`config.mk`:
```
export PLATFORM = sky130hd
export DESIGN_NAME = bin2csd_seq_flat
export DESIGN_NICKNAME = d
export VERILOG_FILES = /design/src/rtl/bin2csd_seq_pkg.sv /design/src/rtl/bin2csd_seq_if.sv /design/src/rtl/csd_recode_cell.sv /design/src/rtl/bin2csd_seq.sv /design/src/flat_wrapper.sv
export SDC_FILE = /design/constraint.sdc
export NUM_CORES = 1
export LEC_CHECK = 0
export BUFFER_PORTS_ARGS = -buffer_cell sky130_fd_sc_hd__buf_4
export CAP_MARGIN = 20
export CORE_MARGIN = 8
export CORE_UTILIZATION = 43
export DETAILED_ROUTE_END_ITERATION = 10
export GPL_TIMING_DRIVEN = 0
export PLACE_DENSITY = 0.66
export SLEW_MARGIN = 40
export SYNTH_ARGS = -nofsm -noshare
export SYNTH_HDL_FRONTEND = slang
export SYNTH_SLANG_ARGS = --single-unit
```
`constraint.sdc`:
```
create_clock -name clk -period 2.4 [get_ports clk]
set_input_delay 0.12 -clock clk [delete_from_list [all_inputs] [get_ports clk]]
set_output_delay 0.12 -clock clk [all_outputs]
set_load 0.005 [all_outputs]
```
`src/rtl/bin2csd_seq_pkg.sv`:
```
// ---------------------------------------------------------------------------
// bin2csd_seq_pkg
// Shared definitions for the binary-to-CSD encoder. These are the same values
// the csd2bin decoder uses:
//   CSD_ZERO / CSD_POS / CSD_NEG : 2-bit signed-digit codes (2'b10 unused)
//   state_t                      : ST_IDLE / ST_CONV / ST_DONE encodings
//   csd_is_nonzero()             : helper that flags a non-zero digit
// ---------------------------------------------------------------------------
package bin2csd_seq_pkg;

  localparam logic [1:0] CSD_ZERO = 2'b00;
  localparam logic [1:0] CSD_POS  = 2'b01;
  localparam logic [1:0] CSD_NEG  = 2'b11;

  typedef enum logic [1:0] {
    ST_IDLE = 2'b00,
    ST_CONV = 2'b01,
    ST_DONE = 2'b10
  } state_t;

  function automatic logic csd_is_nonzero(input logic [1:0] d);
    return d != CSD_ZERO;
  endfunction

endpackage

```
`src/rtl/bin2csd_seq_if.sv`:
```
// ---------------------------------------------------------------------------
// bin2csd_seq_if
// Operand/result handshake bundle for bin2csd_seq.
//   in_valid/in_ready/x    : operand channel (producer -> encoder)
//   out_valid/out_ready/y  : CSD result channel (encoder -> consumer)
//   busy                   : conversion in progress
//   nz_cnt                 : non-zero digit count (only with BIN2CSD_NZ_CNT_EN)
// The master modport is the producer/consumer side. The slave modport is the
// encoder side.
// ---------------------------------------------------------------------------
interface bin2csd_seq_if #(
  parameter int W = 15
);
  localparam int CW = $clog2(W + 1);

  logic           in_valid;
  logic           in_ready;
  logic [W-1:0]   x;
  logic           out_valid;
  logic           out_ready;
  logic [2*W-1:0] y;
  logic           busy;
`ifdef BIN2CSD_NZ_CNT_EN
  logic [CW-1:0]  nz_cnt;

  modport master (
    output in_valid, x, out_ready,
    input  in_ready, out_valid, y, busy, nz_cnt
  );

  modport slave (
    input  in_valid, x, out_ready,
    output in_ready, out_valid, y, busy, nz_cnt
  );
`else
  modport master (
    output in_valid, x, out_ready,
    input  in_ready, out_valid, y, busy
  );

  modport slave (
    input  in_valid, x, out_ready,
    output in_ready, out_valid, y, busy
  );
`endif

endinterface

```
`src/rtl/csd_recode_cell.sv`:
```
// ---------------------------------------------------------------------------
// csd_recode_cell
// One Reitwiesner recoding step. It is purely combinational.
//   x_i, x_ip1 : current operand bit and the next-higher operand bit
//   c_i        : incoming carry
//   d          : CSD digit (CSD_ZERO / CSD_POS / CSD_NEG)
//   c_next     : outgoing carry = floor((x_i + x_ip1 + c_i) / 2)
// ---------------------------------------------------------------------------
module csd_recode_cell
  import bin2csd_seq_pkg::*;
(
  input  logic       x_i,
  input  logic       x_ip1,
  input  logic       c_i,
  output logic [1:0] d,
  output logic       c_next
);

  logic odd;

  // The digit is non-zero only when x_i + c_i is odd. Its sign is taken from
  // x_ip1: a one above forces a carry out, and that carry turns the digit
  // into -1.
  always_comb begin
    odd    = x_i ^ c_i;
    c_next = (x_i & c_i) | (odd & x_ip1);
    d      = CSD_ZERO;
    if (odd) begin
      d = x_ip1 ? CSD_NEG : CSD_POS;
    end
  end

endmodule

```
`src/rtl/bin2csd_seq.sv`:
```
// ---------------------------------------------------------------------------
// bin2csd_seq
// Sequential binary-to-CSD encoder (Reitwiesner recoding). It produces one
// digit per clock, LSB first. The output is the W-digit non-adjacent form of a
// W-bit two's-complement operand.
//   clk   : system clock, rising edge
//   rst_n : asynchronous reset, active-low
//   bus   : bin2csd_seq_if.slave (operand in, CSD result out, busy)
// Digit i of bus.y sits at y[2i+1:2i].
// Optional feature: define BIN2CSD_NZ_CNT_EN to add bus.nz_cnt. This output
// counts the non-zero digits of the current conversion.
// ---------------------------------------------------------------------------
module bin2csd_seq
  import bin2csd_seq_pkg::*;
#(
  parameter int W = 15
) (
  input  logic         clk,
  input  logic         rst_n,
  bin2csd_seq_if.slave bus
);

  localparam int            CW   = $clog2(W + 1);
  localparam logic [CW-1:0] LAST = CW'(W - 1);

  state_t         state_q, state_d;
  logic [W-1:0]   x_sr_q, x_sr_d;
  logic           carry_q, carry_d;
  logic [CW-1:0]  cnt_q, cnt_d;
  logic [2*W-1:0] y_q, y_d;
  logic [1:0]     digit;
  logic           carry_next;
`ifdef BIN2CSD_NZ_CNT_EN
  logic [CW-1:0]  nz_cnt_q, nz_cnt_d;
`endif

  // Serial recoding cell. It always looks at the two lowest bits of the shift
  // register. The register shifts arithmetically, so on the final step x_sr_q[1]
  // already holds the sign bit. That gives the x_W = x_{W-1} extension for free.
  csd_recode_cell u_cell (
    .x_i    (x_sr_q[0]),
    .x_ip1  (x_sr_q[1]),
    .c_i    (carry_q),
    .d      (digit),
    .c_next (carry_next)
  );

  // State and datapath registers. Reset discards any partial conversion.
  always_ff @(posedge clk or negedge rst_n) begin
    if (!rst_n) begin
      state_q  <= ST_IDLE;
      x_sr_q   <= '0;
      carry_q  <= 1'b0;
      cnt_q    <= '0;
      y_q      <= '0;
`ifdef BIN2CSD_NZ_CNT_EN
      nz_cnt_q <= '0;
`endif
    end else begin
      state_q  <= state_d;
      x_sr_q   <= x_sr_d;
      carry_q  <= carry_d;
      cnt_q    <= cnt_d;
      y_q      <= y_d;
`ifdef BIN2CSD_NZ_CNT_EN
      nz_cnt_q <= nz_cnt_d;
`endif
    end
  end

  // Next-state and datapath update. In DONE, y is held while the consumer
  // stalls. New operands are accepted only in IDLE.
  always_comb begin
    state_d  = state_q;
    x_sr_d   = x_sr_q;
    carry_d  = carry_q;
    cnt_d    = cnt_q;
    y_d      = y_q;
`ifdef BIN2CSD_NZ_CNT_EN
    nz_cnt_d = nz_cnt_q;
`endif
    case (state_q)
      ST_IDLE: begin
        if (bus.in_valid) begin
          x_sr_d   = bus.x;
          carry_d  = 1'b0;
          cnt_d    = '0;
`ifdef BIN2CSD_NZ_CNT_EN
          nz_cnt_d = '0;
`endif
          state_d  = ST_CONV;
        end
      end
      ST_CONV: begin
        // After W shifts, digit 0 has reached the bottom of y.
        y_d     = {digit, y_q[2*W-1:2]};
        x_sr_d  = {x_sr_q[W-1], x_sr_q[W-1:1]};
        carry_d = carry_next;
        cnt_d   = cnt_q + 1'b1;
`ifdef BIN2CSD_NZ_CNT_EN
        nz_cnt_d = nz_cnt_q + CW'(csd_is_nonzero(digit));
`endif
        if (cnt_q == LAST) begin
          state_d = ST_DONE;
        end
      end
      ST_DONE: begin
        if (bus.out_ready) begin
          state_d = ST_IDLE;
        end
      end
      default: state_d = ST_IDLE;
    endcase
  end

  assign bus.in_ready  = (state_q == ST_IDLE);
  assign bus.busy      = (state_q == ST_CONV);
  assign bus.out_valid = (state_q == ST_DONE);
  assign bus.y         = y_q;
`ifdef BIN2CSD_NZ_CNT_EN
  assign bus.nz_cnt    = nz_cnt_q;
`endif

endmodule

```
`src/flat_wrapper.sv`:
```
// flat-port wrapper written by rule: the top's interface ports become plain ports
module bin2csd_seq_flat import bin2csd_seq_pkg::*;
#(
  parameter int W = 15
)
  (clk, rst_n, bus_in_valid, bus_x, bus_out_ready, bus_in_ready, bus_out_valid, bus_y, bus_busy);
  bin2csd_seq_if #(.W(W)) bus_i ();
  input  logic clk;
  input  logic rst_n;
  input wire logic [$bits(bus_i.in_valid)-1:0] bus_in_valid;
  input wire logic [$bits(bus_i.x)-1:0] bus_x;
  input wire logic [$bits(bus_i.out_ready)-1:0] bus_out_ready;
  output wire logic [$bits(bus_i.in_ready)-1:0] bus_in_ready;
  output wire logic [$bits(bus_i.out_valid)-1:0] bus_out_valid;
  output wire logic [$bits(bus_i.y)-1:0] bus_y;
  output wire logic [$bits(bus_i.busy)-1:0] bus_busy;
  assign bus_i.in_valid = bus_in_valid;
  assign bus_i.x = bus_x;
  assign bus_i.out_ready = bus_out_ready;
  assign bus_in_ready = bus_i.in_ready;
  assign bus_out_valid = bus_i.out_valid;
  assign bus_y = bus_i.y;
  assign bus_busy = bus_i.busy;
  bin2csd_seq #(.W(W)) u_core (.clk(clk), .rst_n(rst_n), .bus(bus_i));
endmodule
```
# Word level (Yosys, flattened, before mapping)

Index checks and enable logic that the tools add are counted.

Flip-flop bits (word level): 52
Latch bits: 0
Bits in writable memories: 0
ROM bits: 0
Output and inout port bits: 33
Word-level logic and storage cells: 35
Memories: 0

Add/subtract/negate cells: 1
Multiply operators: 0
Div/mod/pow operators: 0
$lt $le $gt $ge: 0
Equality and inequality tests: 6
Shifts and indexed selects: 0
Muxes and demuxes: 12
Bitwise logic cells: 5
Reductions and logical operators: 5

Operator list:

| kind                | count |
|---|---|
| $pmux 15 s2         | 1 |
| $mux 15             | 1 |
| $mux 2              | 5 |
| $pmux 4 s2          | 1 |
| $pmux 2 s3          | 1 |
| $reduce_and 3->1    | 2 |
| $add 4x1->4 const B | 1 |
| $eq 4x4->1 const B  | 1 |
| $mux 4              | 1 |
| $ne 2x2->1 const B  | 2 |
| $and 1x1->1         | 2 |
| $eq 2x1->1 const B  | 1 |
| $eq 2x2->1 const B  | 1 |
| $logic_not 2->1     | 1 |
| $ne 2x1->1 const B  | 1 |
| $pmux 1 s2          | 1 |
| $reduce_and 2->1    | 1 |
| $reduce_bool 2->1   | 1 |
| $mux 1              | 1 |
| $not 1->1           | 1 |
| $or 1x1->1          | 1 |
| $xor 1x1->1         | 1 |

# Logic depth before layout (Yosys ltp)

Gate-level depths: netlist of the first run.

Word-level depth: 4
Depth in mapped cells: 5

# By module

From an unflattened synthesis of the first run, not the netlist that was laid out.

Cells, all modules: 229
Area, all modules: 2254.7 µm²

Modules (own cells, without submodules):

| module          | times used | cells each | area each (µm²) |
|---|---|---|---|
| bin2csd_seq     | 1          | 225        | 2220.9 |
| csd_recode_cell | 1          | 4          | 33.8 |

# Least setup slack after synthesis of the first run

Ideal clock, no wire load.

Path kind: flip-flop to flip-flop
Start: register u_core.state_q[0]
End: register u_core.x_sr_q[14]
Library setup time: 128 ps
Arrival: 1035 ps
Setup slack: 1237 ps
Cell stages (with the launch flop): 4
Path buffers: 1
Period minus slack after synthesis: 1163 ps
Cell sequence: dfrtp_1 > buf_4 > nor2_1 > mux2_1

Longest elaborated chain between the ends: 3

Ends and longest elaborated chain:

| item                           | RTL line          | RTL |
|---|---|---|
| start, declared                | bin2csd_seq.sv:26 | `state_t state_q, state_d;` |
| start signal, assigned         | bin2csd_seq.sv:60 | `state_q <= state_d;` |
| $eq 2x1->1                     | bin2csd_seq.sv:82 | `case (state_q)` |
| $not 1->1 (no line)            | n/a               |  |
| $reduce_and 3->1 (no line) (*) | n/a               |  |
| end signal, assigned           | bin2csd_seq.sv:61 | `x_sr_q <= x_sr_d;` |
| end, declared                  | bin2csd_seq.sv:27 | `logic [W-1:0] x_sr_q, x_sr_d;` |

Every way passes the cells marked *; elsewhere a longest branch is shown, timed or not.
A chain may end at the register's enable or synchronous reset.

# Worst setup path in the final report of the first run

Start: register u_core.state_q[1]
End: output bus_busy

Longest elaborated chain between the ends: 1

Ends and longest elaborated chain:

| item          | RTL line           | RTL |
|---|---|---|
| $eq 2x1->1    | bin2csd_seq.sv:117 | `assign bus.busy = (state_q == ST_CONV);` |
| end, declared | flat_wrapper.sv:16 | `output wire logic [$bits(bus_i.busy)-1:0] bus_busy;` |

No other way between the ends.

==> impl_results.md, run 1 <==
* Outcome: finished clean
* # IOs at 52
* HP Class: primary input to register
* Starting Density at 44.9%
* Slew HR at between 50% and 60%
* WP data required at between 2 and 2.5 ns
* DP HPWL at roughly 3600 um
* CP Capture Type: output port
* Root buffer cell: clkbuf_8
* Maximum clock path buffer count at 2
* Initial DRC count at 57
* CP top delay family: buffers and inverters
* Synth Area in XOR/XNOR at less than 1%
* Layout area overhead at 25.3%
* Final WL at roughly 5100 um
* Clk pin slew, worst setup/hold paths at 0.09 ns
* Nets@finish at between 300 and 400
* Post-synth EDFFs at 0
* Number of global-route vias before repair at 1,890
* Maximum clock rate at 640 MHz
* Adder-Cell Fraction of Synth Area at between 1.5 and 2%
* Cells after Synth at 244
* Grt total ovfl at 0
* Area contributors post-synth: dfrtp_1, nand2_1, a22oi_1
* Antenna-violating nets left at 0
* Vias per inst at slightly below 5
* Routed wire length per instance at ~14 um
* Main combinational cell family by area after synthesis: simple AND/OR/NAND/NOR gates
* Final worst path period share at between 60 and 70%
* Post-route DRC at 0
* Crit Path Max Fanout at 10
* First-pass GRT wire length at between 8000 and 9000 um
* Yosys top cell area share at between 50% and 60%
* Post-CTS setup buffer count at 0
* Initial antenna violation count at 0
* Worst-skew pair later-pin latency at around 0.31 ns
* CTS sink cnt at 52
* Cell taking the most area after synthesis: dfrtp_1
* Synth cell types at 30
* H-tree depth at 2
* Top FF cell, synth: dfrtp_1
* Die Area at between 0.008 and 0.009 mm^2
* Cts hold-fix bufs at 1
* Max incr delay on CP at 0.39 ns
* Final Max Tran Viols at 0
* DR WL met2 at about 2300 um
* Worst EP arrival at between 1 and 1.5 ns
* Routed metal-1 wirelength at 2340 um
* Slowest CP cell: dfrtp_1
* Simple-Gate Fraction of Synth Area at between 20 and 25%
* # diodes at 0
* Post-synthesis mux area share at less than 1%
* Crit-path cells: nand2b_1 > inv_2 > buf_2 > buf_4
* Count leader, synth: nand2_1
* RePlAce Congestion at between 0.7 and 0.8
* Finished Core Util at a little under three fifths
* Worst slack, placed at ~1.1 ns
* RSZ-0062 raised after global routing: false
* Final WS setup at 0.838 ns
* Ys Warns at 0
* Met3 wire length at around 370 um
* PD cells at 1170 mW/mm^2
* Via count at 1,846
* Post-Route Skew at 0.00787 ns
* Asr flop ratio synth at 100%
* Total GRT Usage at between 10 and 15%
* Min Tclk post-route at 1.56 ns
* Synthesized flop and latch total at 52
* CTS tree: yes
* Maximum capacitance violations at 0
* Top sig layer: met4
* Syn Std Cell Area at approximately 0.0023 mm^2
* Post-Syn Nets at roughly 270
* P_leak at 1.52 nW
* Die Height at ~90 um
* Register area share after synthesis at around 56%
* Row cnt at 26
* Total CTS buffers at 5
* Fin. Hold Viols at 0
* Die extent in x at just under 90 um
* VDD IR-drop max at between 400 and 500 uV
* Largest net degree at the start of global routing at 53
* Port Buffers at a little over 50
* Top cells by count, synth: nand2_1, dfrtp_1, o21ai_1
* Complex-gate fraction of the synthesized area at 15.0%
* Design Power at ~3.4 mW
* Core area at 0.00517 mm^2
* Setup violators final at 0
* Setup TNS at 0 ns
* CP Launch Type: register
* Worst slew pin tran at 0.647 ns
* DR pass1 iterations at 4
* Fraction of layout cells with a size suffix above 1 at between 20% and 30%
* PostCTS Resize Cnt at 0
* Crit path kind: register to output port
* WP buf/inv at 3
* Synthesized area per cell at ~9.5 um^2
final timing paths:
check | startpoint | end | slack, ns | cells past startpoint
setup / recovery | u_core.state_q[1] | bus_busy | 0.84 | 4
hold / removal | bus_x[14] | u_core.x_sr_q[14] | 0.04 | 2
setup reg to reg | u_core.state_q[0] | u_core.x_sr_q[14] | 1.11 | 3
hold reg to reg | u_core.bus.y[0] | u_core.bus.y[0] | 0.48 | 2
max in group asynchronous | rst_n | u_core.state_q[0] | 1.59 | 2
min in group asynchronous | rst_n | u_core.x_sr_q[10] | 0.38 | 2
per-stage QoR:
| stage | area [um^2] | instances | hold WS [ns] |
|---|---|---|---|
| final | 2910 | 374 | 0.0355 |
| after global routing | 2910 | 374 | 0.0365 |
| after CTS | 2910 | 374 | 0.0283 |
| after detailed placement | 2790 | 365 | 0.194 |
| after global placement | 2790 | 365 | 0.199 |
| after floorplan | 2320 | 244 | -0.176 |
worst reg2reg max path, delay by kind of cell (launching register included):
kind | cells | cell delay, ns
muxes | 1 | 0.34
buffers and inverters | 1 | 0.19
and+or+nand+nor | 1 | 0.23
DFF | 1 | 0.42
state kept, by name (all words and copies together) (netlist names):
signal and count:
u_core.carry_q 1, u_core.bus.y 30, u_core.state_q 2, u_core.cnt_q 4, u_core.x_sr_q 15
power by group:
| group | switching, mW | internal (mW) |
|---|---|---|
| registers | 0.279 | 1.24 |
| clock network | 0.282 | 0.310 |
| logic | 0.653 | 0.633 |
layout by cell type (no fill, tap or decap), types with 2 or more instances in the layout:
cell      count
o21ai_1      15
o22ai_1       2
clkbuf_8      5
ha_1          3
nor2_1        3
buf_2         9
inv_1         3
nand2b_1      2
nand2_1      91
buf_4        54
dfrtp_1      52
clkbuf_1      2
a21oi_2      10
o21ai_2       2
a22oi_1      14
and2b_1       5
a21oi_1       6
nor2b_1      10
layout make-up:
type | instances | area [um^2]
clock buffers | 6 | 72.6
multi-input cells | 174 | 918
inverters | 4 | 15.0
well taps | 70 | 87.6
flip-flops and latches | 52 | 1300
clock inverters | 2 | 35.0
repair buffers | 52 | 393
plain buffers | 14 | 86.3
fillers | 481 | 2260
cell families after synthesis:
kind of cell,Yosys count
and+or+nand+nor,117
AOI/OAI and AO/OA,52
DFF,52
buffers and inverters,18
adders and majority gates,3
xor gates and xnor gates,1
muxes,1
metal layers:
layer  up-vias  GRT usage [%]
li1        915              -
met1       878           17.7
met2        46           21.5
met3         7           4.60
met4         0           6.34
met5         -              0
Note: power is estimated with default switching activity, not from simulation.
==> inputs of run 2 (changes only) <==
Settings changed: ABC_AREA set to 1, PLACE_DENSITY 0.66 to 0.69.
Clock period 2.4 ns to 1.25 ns, I/O delays scaled along.
==> run 2 against run 1 <==
The flow now finishes with violations (setup timing). Sequential power rose by 85%. Register-to-register slack got worse by 1.1 ns. Die area fell by 2.6%. Worst setup slack got worse by 0.87 ns. First-iteration DRC count rose by 58%. Worst hold slack improved by 0.00061 ns. Non-clock buffer count rose by 7. Synthesized area fell by 3.2%. Highest routed layer unchanged.
==> impl_results.md, run 2 <==
* HP Start: bus_out_ready
* GR peak layer: met2
* HP Class: primary input to register
* Die Area at about 0.008 mm^2
* Synthesized area per cell at 8.29 um^2
* Top FF cell, synth: dfrtp_1
* Layout area overhead at 31.3%
* P_leak at 1.59 nW
* Cells after DPL at just under 400
* CTS sink cnt at between 50 and 60
* DP Area at roughly 0.0027 mm^2
* DR pass1 iterations at 4
* Worst EP arrival at 1.22 ns
* Design Power at just under 7 mW
* Asr flop ratio synth at 100%
* WP data required at approximately 1.2 ns
* Slew HR at ~56%
* Area contributors post-synth: dfrtp_1, nand2_1, o21ai_0
* Grt total ovfl at 0
* CTS tree: yes
* Final WS setup at -0.0359 ns
* Synthesized flop and latch total at 52
* Reg-to-reg critical path startpoint: u_core.state_q[1]
* Crit path kind: register to output port
* Nets@finish at between 300 and 400
* CP Launch Type: register
* Max incr delay on CP at roughly 0.4 ns
* Cell mode on critical path: buf_6
* Via count at between 1.5k and 2k
* Syn Std Cell Area at ~0.0022 mm^2
* CP Capture Type: output port
* Cells after Synth at roughly 270
* Setup TNS at -0.0976 ns
* Fin. Hold Viols at 0
* Setup violators final at 10
* PD cells at 2300 mW/mm^2
* Initial DRC count at 90
* GR Layer Usage met2 at between 20% and 30%
* Commonest non-fill, non-tap cells in the layout: nand2_1, buf_4, dfrtp_1, o21ai_0, inv_1
* Worst Hold End: u_core.state_q[1]
* Top cells by count, synth: nand2_1, dfrtp_1, o21ai_0
* Die Height at approximately 88 um
* Final Max Tran Viols at 0
* Starting Density at 44.3%
* RSZ-0062 raised after global routing: true
* Largest net degree at the start of global routing at 53
* Hold Path Depth at 4
* Outcome: complete, but fails checks
* H-tree depth at 2
* Yosys top cell area share at 57.9%
* Final worst path period share at 103%
* Vias per inst at between 4 and 5
* Crit Path Max Fanout at 4
* Port Buffers at just over 50
* Final WL at 5540 um
* Root buffer cell: clkbuf_8
* First-pass GRT wire length at about 9100 um
* Count leader, synth: nand2_1
* RePlAce Congestion at roughly 0.77
* Maximum capacitance violations at 0
* Core area at a little over 0.005 mm^2
* Post-Route Skew at 0.00629 ns
* VDD IR-drop max at 1120 uV
* Worst slew pin tran at roughly 0.65 ns
* # diodes at 0
* Commonest non-fill, non-tap cell in the layout: nand2_1
* Worst R2R End: u_core.bus.y[27]
* Total GRT Usage at between 15 and 20%
* Maximum clock rate at roughly 800 MHz
* Worst slack, placed at -0.0978 ns
* Non-filler cells, final at around 410
* Finished Core Util at 58.2%
* Routed wire length per instance at roughly 14 um
* Post-route DRC at 0
* Reg2Reg Depth at 8
* Clk pin slew, worst setup/hold paths at ~0.090 ns
* # IOs at 52
* Ys Warns at 0
* Min Hold Slack at roughly 0.036 ns
* Number of global-route vias before repair at about 1.9k
* Row cnt at 26
* Register area share after synthesis at between 50 and 60%
* Fraction of layout cells with a size suffix above 1 at between 20% and 30%
* Design area at 0.00295 mm^2
* Violated checks: setup timing
* Cell taking the most area after synthesis: dfrtp_1
* Routing usage on met3 at approximately 3.6%
* Slowest CP cell: dfrtp_1
* Maximum clock path buffer count at 2
* Met1 global-route usage at around a fifth
* Crit-path cells: inv_2 > nand2_4 > inv_4 > buf_6 > buf_8 > buf_6
* Initial antenna violation count at 0
* Number of flip-flops in the largest register at 30
* DP HPWL at between 3000 and 4000 um
* Synth cell types at 16
* Die extent in x at a little under 90 um
* Min Tclk post-route at 1.29 ns
* Post-synth EDFFs at 0
* Reg-to-reg setup timing slack at -0.02 ns
* Post-Syn Nets at around 290
* Worst-skew pair later-pin latency at approximately 0.3 ns
* Antenna-violating nets left at 0
* Total CTS buffers at 5
==> run 2: cell type report <==
cell class	instances	area, um^2
plain buffers	13	115
clock buffers	7	96.3
fillers	503	2120
inverters	22	85.1
multi-input cells	184	795
flip-flops and latches	52	1300
well taps	70	87.6
repair buffers	60	472
==> run 2: how the worst max path moves through the flow <==
stage | startpoint | slack [ns] | endpoint
3_3_place_gp | u_core.state_q[1] | -0.07 | u_core.bus.y[24]
4_1_cts | u_core.state_q[1] | -0.03 | bus_busy
5_1_grt | u_core.state_q[1] | -0.09 | bus_busy
2_1_floorplan | u_core.state_q[1] | 0.14 | u_core.x_sr_q[3]
3_5_place_dp | u_core.state_q[1] | -0.1 | u_core.bus.y[27]
6_report | u_core.state_q[1] | -0.04 | bus_busy
==> run 2: what timing repair did <==
action | CTS | global route
endpoints found under the setup margin | 22 | 41
pin swaps | 1 | 2
hold buffers | 2 | 0
resized for setup | 13 | 4
cloned | 0 | 0
buffers inserted | 7 | 0
hold endpoints to repair | 53 | 0
==> run 2: logic make-up after synthesis <==
family / Yosys count / share of synthesized area (%)
AOI/OAI and AO/OA: 33 / 7.35
adders and majority gates: 3 / 1.67
buffers and inverters: 35 / 7.80
DFF: 52 / 57.9
and+or+nand+nor: 148 / 25.3
==> run 2: critical path: cells and delay by family (launching register included) <==
family	cells	cell delay, ns
DFF	1	0.40
and+or+nand+nor	1	0.09
buffers and inverters	5	0.43
==> run 2: metal layers <==
| layer | wire length, um | part of all wire [%] | vias to the layer above |
|---|---|---|---|
| met3 | 167 | 3.0 | 5 |
| met1 | 2510 | 45 | 912 |
| li1 | - | - | 959 |
| met2 | 2790 | 50 | 29 |
| met5 | 0 | 0 | - |
| met4 | 77 | 1.4 | 0 |
==> run 2: where the power goes <==
part	internal [mW]	switching, mW	total [mW]
clock	0.494	0.519	1.01
combinational	1.38	1.58	2.97
sequential	2.36	0.450	2.81
total	4.24	2.55	6.79
==> inputs of run 3 (changes only) <==
Settings changed: CELL_PAD_IN_SITES_DETAIL_PLACEMENT set to 0, CELL_PAD_IN_SITES_GLOBAL_PLACEMENT set to 1, CORE_UTILIZATION 43 to 35, PLACE_DENSITY 0.69 to unset, PLACE_DENSITY_LB_ADDON set to 0.1.
==> run 3 against run 2 <==
Sequential share of layout area down 0.95 points. Highest routed layer unchanged. Routed wire length up 3.3%. First-iteration DRC count down 51%. Non-clock buffer count up 3. The flow still finishes with violations (setup timing). Power up 2.1%. Utilization down 10 points. Fmax up 1.4%. Sequential power about the same. Cell count up 2.7%.
==> impl_results.md, run 3 (synthesis gave the netlist of run 2 again) <==
* Setup TNS at -0.0176 ns
* Die extent in x at just under 100 um
* Final Max Tran Viols at 0
* Core area at 0.00628 mm^2
* Hold Path Depth at 3
* Die Height at approximately 96 um
* Maximum clock path buffer count at 2
* Port Buffers at 51
* P_leak at about 1.6 nW
* Vias per inst at 4.48
* Initial DRC count at 44
* Final worst path period share at 101%
* Grt total ovfl at 0
* Antenna-violating nets left at 0
* Post-Route Skew at approximately 0.0060 ns
* Routed wire length per instance at 13.7 um
* PD cells at ~2300 mW/mm^2
* # diodes at 0
* CP Capture Type: output port
* Largest net degree at the start of global routing at 53
* Layout area overhead at 34.2%
* Design Power at 6.93 mW
* Total GRT Usage at 13.6%
* Initial antenna violation count at 0
* Starting Density at a little over a third
* WP data required at ~1.2 ns
* Post-route DRC at 0
* RePlAce Congestion at about 0.72
* Total CTS buffers at 5
* Die Area at roughly 0.009 mm^2
* Crit path kind: register to output port
* Slew HR at a little under three fifths
* Final WS setup at -0.0176 ns
* Worst-skew pair later-pin latency at roughly 0.31 ns
* Number of global-route vias before repair at 1,966
* H-tree depth at 2
* HP Class: primary input to register
* First-pass GRT wire length at just under 10,000 um
* Worst slew pin tran at approximately 0.67 ns
* Commonest non-fill, non-tap cell in the layout: nand2_1
* DR pass1 iterations at 4
* Fin. Hold Viols at 0
* Worst EP arrival at 1.21 ns
* Outcome: complete, but fails checks
* CP Launch Type: register
* Nets@finish at approximately 360
* Row cnt at 29
* Via count at about 1.9k
* Commonest non-fill, non-tap cells in the layout: nand2_1, buf_4, dfrtp_1, o21ai_0, inv_1
* VDD IR-drop max at 950 uV
* Finished Core Util at 48.1%
* # IOs at 52
* Number of flip-flops in the largest register at 30
* Min Tclk post-route at ~1.3 ns
* Violated checks: setup timing
* Setup violators final at 1
* Non-filler cells, final at around 420
* Clk pin slew, worst setup/hold paths at approximately 0.090 ns
* Root buffer cell: clkbuf_8
* Maximum capacitance violations at 0
* DP HPWL at 3780 um
* Crit Path Max Fanout at 4
* CTS sink cnt at 52
* Fraction of layout cells with a size suffix above 1 at between 20% and 30%
* RSZ-0062 raised after global routing: true
* CTS tree: yes
* Cells after DPL at 399
* Maximum clock rate at ~790 MHz
* Reg2Reg Depth at 6
* Final WL at about 5700 um
run 3: repair_timing:
item                       CTS  global route
gates resized for setup     16             4
setup buffers                8             1
pin swaps                    1             1
hold endpoints to repair    53             0
gates cloned                 0             1
hold buffers                 2             0
setup endpoints to repair   19            42
run 3: where the power goes:
group	internal, mW	switching [mW]	total [mW]	leakage, nW
Combinational	1.49	1.61	3.10	0.901
Sequential	2.36	0.448	2.81	0.673
Clock	0.449	0.575	1.02	0.0434
run 3: worst max-delay path, cell delays in order (launching register included):
cell     delay (ns)
dfrtp_1        0.38
inv_2          0.06
nand2_4        0.09
inv_4          0.04
buf_8          0.11
buf_8          0.11
buf_6          0.10
run 3: worst paths after layout:
path / startpoint / endpoint / slack, ns
max: u_core.state_q[1] / bus_busy / -0.02
max reg2reg: u_core.state_q[0] / u_core.cnt_q[1] / 0.03
min reg2reg: u_core.x_sr_q[4] / u_core.x_sr_q[4] / 0.48
min in group asynchronous: rst_n / u_core.bus.y[5] / 0.32
min: bus_in_valid / u_core.x_sr_q[14] / 0.03
max in group asynchronous: rst_n / u_core.x_sr_q[0] / 0.48
run 3: routing by layer:
layer	track usage, %	share of wire [%]
met5	0	0
met1	17.8	48
met2	21.5	45
met4	4.23	1.2
met3	3.35	5.1
run 3: cell type report:
type	instances	area, um^2
clock inverter	2	15.0
tap	77	96.3
inverter	22	85.1
sequential	52	1300
multi-input combinational	184	795
clock buffer	6	82.6
timing repair buffer	63	515
fill	634	3260
buffer	13	126
run 3: through the flow:
| stage | worst slack, ns | hold slack [ns] | cell area, um^2 |
|---|---|---|---|
| floorplan | 0.145 | -0.233 | 2250 |
| global placement | -0.0794 | 0.149 | 2730 |
| global route | -0.0750 | 0.0505 | 3020 |
| finish | -0.0176 | 0.0316 | 3020 |
| detailed placement | -0.123 | 0.149 | 2730 |
| CTS | -0.0350 | 0.0136 | 2960 |
